<file path="src/rtl/dct_odd_sched.sv">
// dct_odd_sched
//   Issue scheduler for the shared odd-part shift-add unit of a row DCT.
//   Each row is fed to the unit as NGRP operand groups (passes). An issue
//   needs the row's operands (in_valid) and a free downstream
//   result-buffer entry (a credit). Issue tags are carried through a
//   LAT-deep shift register so that they line up with the unit's results.
//
//   Optional feature: define DCT_ODD_SCHED_ABORT_EN to add the abort input.
//
// Ports
//   clk, rst        clock, synchronous active-high reset
//   start, n_rows   begin a block of n_rows rows (0 means 32), IDLE only
//   in_valid        current row's operands available
//   in_ready        current row consumed (last-group issue)
//   sa_issue        operands presented to the unit this cycle
//   sa_grp          operand-group select, valid with sa_issue
//   out_valid       unit result valid this cycle
//   out_row/out_grp row and group tag of the result
//   out_last        result is the last group of the last row
//   cred_ret        downstream freed one buffer entry
//   abort           (optional) stop issuing and drain
//   busy, done      not-IDLE / one-cycle end-of-block pulse
//   cred_err        sticky: credit returned while already full
//
// State table
//   IDLE  | waiting for start
//   RUN   | issuing groups while operands and credits allow
//   DRAIN | issuing finished, waiting for in-flight results
//   DONE  | one-cycle end-of-block pulse
module dct_odd_sched #(
    parameter  int LAT     = 3,
    parameter  int NGRP    = 2,
    parameter  int CREDITS = 4,
    localparam int GW      = (NGRP > 1) ? $clog2(NGRP) : 1,
    localparam int CW      = $clog2(CREDITS + 1)
) (
    input  logic          clk,
    input  logic          rst,
    input  logic          start,
    input  logic [5:0]    n_rows,
    input  logic          in_valid,
    output logic          in_ready,
    output logic          sa_issue,
    output logic [GW-1:0] sa_grp,
    output logic          out_valid,
    output logic [4:0]    out_row,
    output logic [GW-1:0] out_grp,
    output logic          out_last,
    input  logic          cred_ret,
`ifdef DCT_ODD_SCHED_ABORT_EN
    input  logic          abort,
`endif
    output logic          busy,
    output logic          done,
    output logic          cred_err
);

    typedef enum logic [1:0] {IDLE, RUN, DRAIN, DONE} state_t;

    localparam logic [GW-1:0] GRP_LAST = GW'(NGRP - 1);

    state_t        state;
    logic [CW-1:0] credits;
    logic [4:0]    row;
    logic [4:0]    rows_m1;
    logic [GW-1:0] grp;

    logic [LAT-1:0] pipe_v;
    logic [LAT-1:0] pipe_last;
    logic [4:0]     pipe_row [LAT];
    logic [GW-1:0]  pipe_grp [LAT];

    logic abort_req;
    logic issue;
    logic last_grp;
    logic last_issue;
    logic in_flight;

`ifdef DCT_ODD_SCHED_ABORT_EN
    assign abort_req = abort;
`else
    assign abort_req = 1'b0;
`endif

    // rst gates issue so a reset cycle never consumes a credit or
    // launches a tag.
    assign issue      = !rst && (state == RUN) && in_valid
                        && (credits != '0) && !abort_req;
    assign last_grp   = (grp == GRP_LAST);
    assign last_issue = issue && last_grp && (row == rows_m1);

    // Only stages that have not yet reached the output count as in flight;
    // the last stage is emerging this cycle, so DONE lands one cycle after it.
    always_comb begin
        in_flight = 1'b0;
        for (int i = 0; i < LAT - 1; i++) begin
            in_flight = in_flight | pipe_v[i];
        end
    end

    always_ff @(posedge clk) begin
        if (rst) begin
            state    <= IDLE;
            row      <= '0;
            rows_m1  <= '0;
            grp      <= '0;
            credits  <= CW'(CREDITS);
            cred_err <= 1'b0;
        end else begin
            case (state)
                IDLE: begin
                    if (start) begin
                        state   <= RUN;
                        // n_rows=0 wraps to 31, i.e. a 32-row block.
                        rows_m1 <= 5'(n_rows - 6'd1);
                        row     <= '0;
                        grp     <= '0;
                    end
                end
                RUN: begin
                    if (abort_req || last_issue) begin
                        state <= DRAIN;
                    end
                end
                DRAIN: begin
                    if (!in_flight) begin
                        state <= DONE;
                    end
                end
                DONE: begin
                    state <= IDLE;
                end
                default: begin
                    state <= IDLE;
                end
            endcase

            if (issue) begin
                if (last_grp) begin
                    grp <= '0;
                    row <= row + 5'd1;
                end else begin
                    grp <= grp + GW'(1);
                end
            end

            // issue only happens with credits>0, so no underflow path.
            if (issue && !cred_ret) begin
                credits <= credits - CW'(1);
            end else if (cred_ret && !issue) begin
                if (credits == CW'(CREDITS)) begin
                    cred_err <= 1'b1;
                end else begin
                    credits <= credits + CW'(1);
                end
            end
        end
    end

    // Tag pipeline: tags are zeroed on non-issue cycles so idle output
    // tags read as 0.
    always_ff @(posedge clk) begin
        if (rst) begin
            pipe_v    <= '0;
            pipe_last <= '0;
            for (int i = 0; i < LAT; i++) begin
                pipe_row[i] <= '0;
                pipe_grp[i] <= '0;
            end
        end else begin
            pipe_v[0]    <= issue;
            pipe_last[0] <= last_issue;
            pipe_row[0]  <= issue ? row : '0;
            pipe_grp[0]  <= issue ? grp : '0;
            for (int i = 1; i < LAT; i++) begin
                pipe_v[i]    <= pipe_v[i-1];
                pipe_last[i] <= pipe_last[i-1];
                pipe_row[i]  <= pipe_row[i-1];
                pipe_grp[i]  <= pipe_grp[i-1];
            end
        end
    end

    assign sa_issue  = issue;
    assign sa_grp    = grp;
    assign in_ready  = issue && last_grp;
    assign out_valid = pipe_v[LAT-1];
    assign out_last  = pipe_last[LAT-1];
    assign out_row   = pipe_row[LAT-1];
    assign out_grp   = pipe_grp[LAT-1];
    assign busy      = (state != IDLE);
    assign done      = (state == DONE);

endmodule

</file>
<file path="config.mk">
export PLATFORM = sky130hd
export DESIGN_NAME = dct_odd_sched
export DESIGN_NICKNAME = d
export VERILOG_FILES = /design/src/rtl/dct_odd_sched.sv
export SDC_FILE = /design/constraint.sdc
export NUM_CORES = 1
export LEC_CHECK = 0
export ABC_CLOCK_PERIOD_IN_PS = 4000
export CAP_MARGIN = 20
export CORE_MARGIN = 2
export CORE_UTILIZATION = 32
export CTS_CLUSTER_SIZE = 28
export DETAILED_ROUTE_END_ITERATION = 8
export GPL_TIMING_DRIVEN = 1
export SYNTH_ARGS = -nofsm -noshare
export SYNTH_HDL_FRONTEND = slang
export SYNTH_SLANG_ARGS = --single-unit
</file>
<file path="constraint.sdc">
create_clock -name clk -period 4 [get_ports clk]
set_clock_uncertainty 0.05 [all_clocks]
set_input_delay 0.8 -clock clk [delete_from_list [all_inputs] [get_ports clk]]
set_output_delay 0.8 -clock clk [all_outputs]
set_load 0.005 [all_outputs]
</file>
# ---- Yosys cells after proc, flatten, opt, wreduce, memory -nomap -nowiden
# Memories as Yosys holds them, arrays and structs flattened.
# Cells that the tools add are included.
dict set report classes {
  add_sub_neg 5
  eq_ne 9
  muxes 26
  n_bitwise 8
  n_reduce_logical 21
}
# operator count
set op_table {}
lappend op_table {{2-to-1 mux 5 bit} 8}
lappend op_table {{2-to-1 mux 1 bit} 11}
lappend op_table {{2-to-1 mux 3 bit} 3}
lappend op_table {{!= test 2 bit, second input constant} 4}
lappend op_table {{case mux 2 bit (4 select lines)} 1}
lappend op_table {{nonzero test 2 bit} 4}
lappend op_table {{logical AND 1 bit} 7}
lappend op_table {{OR 1 bit} 7}
lappend op_table {{2-to-1 mux 2 bit} 3}
lappend op_table {{AND reduction 2 bit} 3}
lappend op_table {{AND reduction 3 bit} 2}
lappend op_table {{adder 5 x 1 -> 5 bit, second input constant} 1}
lappend op_table {{== test 5 bit} 1}
lappend op_table {{subtractor 5 x 1 -> 5 bit, second input constant} 1}
lappend op_table {{== test 2 bit, second input constant} 2}
lappend op_table {{adder 3 x 1 -> 3 bit, second input constant} 1}
lappend op_table {{== test 3 bit, second input constant} 1}
lappend op_table {{zero test 1 bit} 3}
lappend op_table {{nonzero test 3 bit} 1}
lappend op_table {{subtractor 3 x 1 -> 3 bit, second input constant} 1}
lappend op_table {{== test 2 x 1 -> 1 bit, second input constant} 1}
lappend op_table {{zero test 2 bit} 1}
lappend op_table {{adder 1 bit, second input constant} 1}
lappend op_table {{NOT 1 bit} 1}
dict set report word_totals {
  register_bits 23
  ramBits 18
  input_bits 11
  out_inout_bits 14
  wordCells 79
  n_memories 2
}
# memory depth width rd rd_ports_with_merged_regs write_ports line_no
set memory_table {}
lappend memory_table {pipe_row 3 5 3 0 3 70} ;# logic [4:0] pipe_row [LAT];
lappend memory_table {pipe_grp 3 1 3 0 3 71} ;# logic [GW-1:0] pipe_grp [LAT];

# ---- Longest topological paths before layout
# Gate-level depths: netlist of run 1.
dict set report depth {
  ltp_word 8
  mapped_depth 10
  mapped_depth_nobuf 10
}

# ---- Worst setup path before layout of run 1
# No wires, ideal clock.
dict set report synth_timing {
  kind {input port to flip-flop}
  start {input rst}
  end {register credits[2]}
  setup_time_ns 0.127
  arrival_time_ns 2.620
  t_required_ns 3.823
  setup_slack_ns 1.203
  cell_stages 8
  cell_sequence {clkbuf_1 > nor3_4 > ha_1 > inv_1 > fa_1 > xor2_1 > o31a_1 > or3_1}
}
dict set report synth_via {
  elab_chain_cells 8
  elab_cells_between_ends 11
  classes_between {1 x eq/ne; 1 x mux; 9 x reduce/logical}
}
# element line_no
set synth_lines {}
lappend synth_lines {{from (decl)} 38} ;# input logic rst,
lappend synth_lines {{zero test 1 bit *} 87} ;# assign issue = !rst && (state == RUN) && in_valid
lappend synth_lines {{logical AND 1 bit * (2 in series)} 87}
lappend synth_lines {{logical AND 1 bit *} 88} ;# && (credits != '0) && !abort_req;
lappend synth_lines {{net sa_issue} 43} ;# output logic sa_issue,
lappend synth_lines {{zero test 1 bit} 150} ;# end else if (cred_ret && !issue) begin
lappend synth_lines {{logical AND 1 bit} 150}
lappend synth_lines {{nonzero test 2 bit (no source line)} n/a}
lappend synth_lines {{AND reduction 2 bit (no source line)} n/a}
lappend synth_lines {{to (signal assigned)} 107} ;# credits <= CW'(CREDITS);
lappend synth_lines {{to (signal assigned)} 149} ;# credits <= credits - CW'(1);
lappend synth_lines {{to (signal assigned)} 154} ;# credits <= credits + CW'(1);
lappend synth_lines {{to (decl)} 63} ;# logic [CW-1:0] credits;
# Mark *: on every way through the listed nets, which the timed path passes. The rest lies on a longest branch.
# A chain may end at the register's enable or synchronous reset.

# ---- Worst setup path after layout of run 1
dict set report layout_timing {
  start {input rst}
  end {output in_ready}
}
dict set report layout_via {
  elab_chain_cells 5
}
# element line_no
set layout_lines {}
lappend layout_lines {{zero test 1 bit} 87}
lappend layout_lines {{logical AND 1 bit (2 in series)} 87}
lappend layout_lines {{logical AND 1 bit} 88}
lappend layout_lines {{logical AND 1 bit} 186} ;# assign in_ready = issue && last_grp;
lappend layout_lines {{to (decl)} 42} ;# output logic in_ready,
# No other way between the ends.

==> results.tsv, run 1 <==
metric	value	unit
outcome	complete, no violations	
clock root buffer master	clkbuf_8	
most frequently used flop master after synthesis	dfxtp_1	
PD cells	512	nW/um^2
Synth Cell Area	1720	sq um
pre-CTS WS	0.564	ns
met1 Use GR	12.2	%
DRT iter0 DRCs	27	
Synth Instances	181	
Tmin final	3.42	ns
total setup buffers inserted after CTS	0	
M3 GR Usage	3.88	%
Finished Layout Cells	272	
Cells after DPL	264	
top cell type by total area after synthesis	dfxtp_1	
Mapped Nets	201	
leakage	0.793	nW
Final WS setup	0.578	ns
post_cts resized	0	
hold path cells	1	
Max Root-Sink Buffers	2	
Rows	26	
drt first pass iters	4	
total CTS buffers	5	
port buffer count	23	
clock slew at reported path FFs	0.08	ns
Post-synth ARST share	0	%
antenna cells	0	
vias in the first global route	1093	
Worst setup SP type	primary input	
RSZ-0062 raised after global routing	false	
Final Setup Violations	0	
largest net degree at the start of global routing	33	
register area share after synthesis	47.8	%
Mean Syn Cell Area	9.48	sq um
Hold Fails Final Rpt	0	
Die H	77.2	um
CTS tree	done	
Slew HR	65.5	%
DRC viols	0	
Tcrit/Tclk final	85.6	%
H-tree lvl count	2	
R2R setup slack	1.33	ns
Core ar.	5140	sq um
RePlAce Congestion	0.771	
# hold bufs at CTS	0	
hpwl dp	2.02	mm
Horiz. Die Dim	77.2	um
total grt overflow	0	
flops & latches, synth	41	
Top Usage Layer GRT	met2	
met2 usage	16.6	%
DIE AREA	5960	sq um
Peak Freq	0.292	GHz
Final nets	221	
vias per cell	4.39	
Area Growth Syn to Fin	23.0	%
share of layout cells above drive strength 1	5.94	%
RR Endpoint	credits[2]$_SDFFE_PP1P_	
Hold Startpoint	pipe_last[0]$_SDFF_PP0_	
WS Path Type	primary input to primary output	
Worst Max-Slew Pin Slew	0.511	ns
Synth top area share	47.8	%
CP arrival	2.57	ns
initial antenna violation count	0	
Max FO, Critical Path	10	
CTS sink cnt	41	
Wirelength per Cell	10.3	um
WL final	2.80	mm
EDFF count, synth	0	
GRT Overall Usage	10.3	%
Worst Hold Path EP	pipe_last[1]$_SDFF_PP0_	
warnings from Yosys	0	
setup TNS	0	ns
max-cap viol count	0	
Worst Hold Class	register to register	
Synth cell types	38	
num ports	25	
worst r2r src	state[1]$_SDFFE_PP0P_	
first-pass GRT wire length	4.82	mm
Initial Util	33.4	%
Register-to-Register Path Depth	10	
Vias	1195	
Clk Latency, worst-skew pair	0.29	ns
CP Capture Type	primary output	
Worst EP required	3.15	ns
maximum vdd drop	0.000198	V
post-route ant nets	0	
Final Max Slew Viols	0	
top post-synthesis cells by area	dfxtp_1, nor2b_1, ha_1	
==> final cells by class <==
class,count,area (sq um)
Clock inverter,3,68.8
Multi-Input combinational cell,115,774
Sequential cell,41,821
Clock buffer,5,68.8
Inverter,14,52.6
Timing Repair Buffer,24,238
Tap cell,70,87.6
Fill cell,551,3030
==> power by group <==
group	leakage (nW)	internal (mW)	switching, mW
clock network	0.0687	0.251	0.147
registers	0.332	0.437	0.0205
logic	0.392	0.103	0.123
total	0.793	0.791	0.290
==> state kept, by name, indices dropped and copies added, names as in the netlist <==
register,cells
cred_err,1
credits,3
pipe_grp,3
pipe_last,3
pipe_row,15
pipe_v,3
row,5
rows_m1,5
sa_grp,1
state,2
==> critical path, cell delays in order <==
cell	delay, ns
clkdlybuf4s50_1	0.56
nand4b_1	0.26
or2_1	0.33
inv_1	0.12
clkdlybuf4s50_1	0.50
==> cell families after synthesis <==
family | synth area share (%)
AO/OA/AOI/OAI | 8.32
buffers and inverters | 7.00
XOR/XNOR | 4.60
multiplexers | 0.584
flip-flops | 47.8
adder cells (fa/ha/maj) | 7.00
AND/OR/NAND/NOR | 24.7
==> stage by stage <==
step / hold slack (ns) / utilization (%) / total power [mW] / area [sq um]
after CTS: 0.391 / 41.1 / 1.10 / 2110
after floorplan: 0.364 / - / 0.622 / 1720
after global placement: 0.367 / 38.4 / 0.692 / 1970
final: 0.387 / 41.1 / 1.08 / 2110
after global routing: 0.402 / 41.1 / 1.14 / 2110
after detailed placement: 0.372 / 38.4 / 0.695 / 1970
==> routing by layer <==
metal	part of all wire, %	vias up
met3	3.8	5
met2	48	20
met5	0	-
met1	46	529
met4	1.5	0
li1	-	641
==> worst max path at each step <==
stage / from / to
3_5_place_dp: rst / in_ready
5_1_grt: rst / in_ready
2_1_floorplan: rst / credits[2]$_SDFFE_PP1P_
4_1_cts: rst / in_ready
3_3_place_gp: rst / in_ready
6_report: rst / in_ready
==> cell usage after synthesis, drive strengths merged (2+ instances only) <==
library cell and instances:
nand2b 2, dfxtp 41, o21ai 2, or3 5, a21oi 5, and2 6
clkbuf 4, a31oi 2, inv 14, buf 7, or2 2, nor3 8
nand3 8, nand4 2, a211oi 5, xor2 2, nor2 13, o211ai 2
or4 2, nor2b 17, o311ai 2, nand2 7, xnor2 7, ha 8
==> placed cells by master, fill, tap and decap left out, drive strengths merged, types with 5 or more instances in the layout <==
master,instances
xnor2,7
nor2,13
and2,6
ha,8
nor2b,17
a21oi,5
clkbuf,5
dfxtp,41
clkdlybuf4s50,23
or3,5
nand3,8
nor3,8
nand2,7
inv,15
a211oi,5
Power figures use the tool's default switching activity.
==> run 2, diff against run 1 <==
MAX_ROUTING_LAYER = met4   (was default)
==> results.tsv, run 2 (synthesis results as in run 1) <==
metric	value	unit
maximum vdd drop	0.000198	V
Horiz. Die Dim	77.2	um
antenna cells	0	
WHS	0.387	ns
Clk Latency, worst-skew pair	0.29	ns
first-pass GRT wire length	4.83	mm
commonest non-fill, non-tap cell in the layout	dfxtp_1	
Finished Layout Cells	272	
total CTS buffers	5	
total setup buffers inserted after CTS	0	
fillcell total	551	
drt first pass iters	3	
# hold bufs at CTS	0	
share of layout cells above drive strength 1	5.94	%
total grt overflow	0	
Peak Freq	0.292	GHz
Tcrit/Tclk final	85.6	%
DIE AREA	5960	sq um
Clock power frac	36.8	%
max FFs per register	15	
WS Path Type	primary input to primary output	
H-tree lvl count	2	
DRT iter0 DRCs	29	
Hold Fails Final Rpt	0	
Worst Hold Path EP	pipe_last[1]$_SDFF_PP0_	
Vias	1193	
Worst setup SP type	primary input	
Final Max Slew Viols	0	
Sw Ratio	26.8	%
port buffer count	23	
R2R setup slack	1.33	ns
Area Growth Syn to Fin	23.0	%
WL final	2.79	mm
pre-CTS WS	0.564	ns
Initial Util	33.4	%
sw power	0.289	mW
hpwl dp	2.02	mm
vias per cell	4.39	
Final WS setup	0.578	ns
PD cells	512	nW/um^2
DRC viols	0	
Most flops, register	pipe_row	
Max Root-Sink Buffers	2	
Final Setup Violations	0	
outcome	complete, no violations	
clock slew at reported path FFs	0.08	ns
Reg power frac	42.3	%
CP Capture Type	primary output	
vias in the first global route	1090	
Wirelength per Cell	10.3	um
post_cts resized	0	
Pint	0.791	mW
Final nets	221	
largest net degree at the start of global routing	33	
Register-to-Register Path Depth	10	
combinational share of power	20.9	%
setup TNS	0	ns
GRT Overall Usage	10.6	%
RePlAce Congestion	0.781	
Core ar.	5140	sq um
Worst Hold Class	register to register	
Slew HR	65.5	%
Worst Max-Slew Pin Slew	0.511	ns
clock root buffer master	clkbuf_8	
post-route ant nets	0	
RSZ-0062 raised after global routing	false	
Worst EP required	3.15	ns
CTS sink cnt	41	
biggest regs	pipe_row x15, row x5, rows_m1 x5	
CTS tree	done	
Cells after DPL	264	
commonest cells after routing, fill and taps aside	dfxtp_1, clkdlybuf4s50_1, nor2b_1	
Hold Startpoint	pipe_last[0]$_SDFF_PP0_	
hold path cells	1	
Rows	26	
Max FO, Critical Path	10	
initial antenna violation count	0	
RR Endpoint	credits[2]$_SDFFE_PP1P_	
worst r2r src	state[1]$_SDFFE_PP0P_	
num ports	25	
Die H	77.2	um
max-cap viol count	0	
Tmin final	3.42	ns
CP arrival	2.57	ns
leakage	0.793	nW
[run 2: cell counts in the layout (fill, tap and decap cells not counted)]
No cell type changed its count.
[run 2: cell type report]
type                       instances  area (sq um)  share of cell area (%)
tap                               70          87.6                    4.15
sequential                        41           821                    38.9
timing repair buffer              24           238                    11.3
inverter                          14          52.6                    2.49
multi-input combinational        115           774                    36.7
clock buffer                       5          68.8                    3.26
clock inverter                     3          68.8                    3.26
[run 2: worst max path at each step]
stage | slack [ns] | from | end
after floorplan | 1.20 | rst | credits[2]$_SDFFE_PP1P_
after global placement | 0.58 | rst | in_ready
after detailed placement | 0.56 | rst | in_ready
after CTS | 0.55 | rst | in_ready
after global routing | 0.50 | rst | in_ready
final | 0.58 | rst | in_ready
[run 2: power by group through the flow]
stage / registers [mW] / logic [mW] / clock network [mW]
after floorplan: 0.463 / 0.159 / 0
after global placement: 0.468 / 0.224 / 0
after detailed placement: 0.467 / 0.228 / 0
after CTS: 0.458 / 0.229 / 0.409
after global routing: 0.463 / 0.253 / 0.429
final: 0.457 / 0.225 / 0.397
[run 2: routing by layer]
metal / part of all wire (%) / track usage, %
met5: 0 / -
met4: 1.9 / 4.29
met3: 3.8 / 3.88
met2: 48 / 16.6
met1: 46 / 12.2
[run 2: metrics by stage]
step           instance area (sq um)  utilization [%]  power [mW]
4_1_cts                         2110             41.1        1.10
6_report                        2110             41.1        1.08
5_1_grt                         2110             41.1        1.14
3_5_place_dp                    1970             38.4       0.695
2_1_floorplan                   1720                -       0.622
3_3_place_gp                    1970             38.4       0.692
[run 2: worst max-delay path: stages]
cell             delay, ns
clkdlybuf4s50_1       0.56
nand4b_1              0.26
or2_1                 0.33
inv_1                 0.12
clkdlybuf4s50_1       0.50
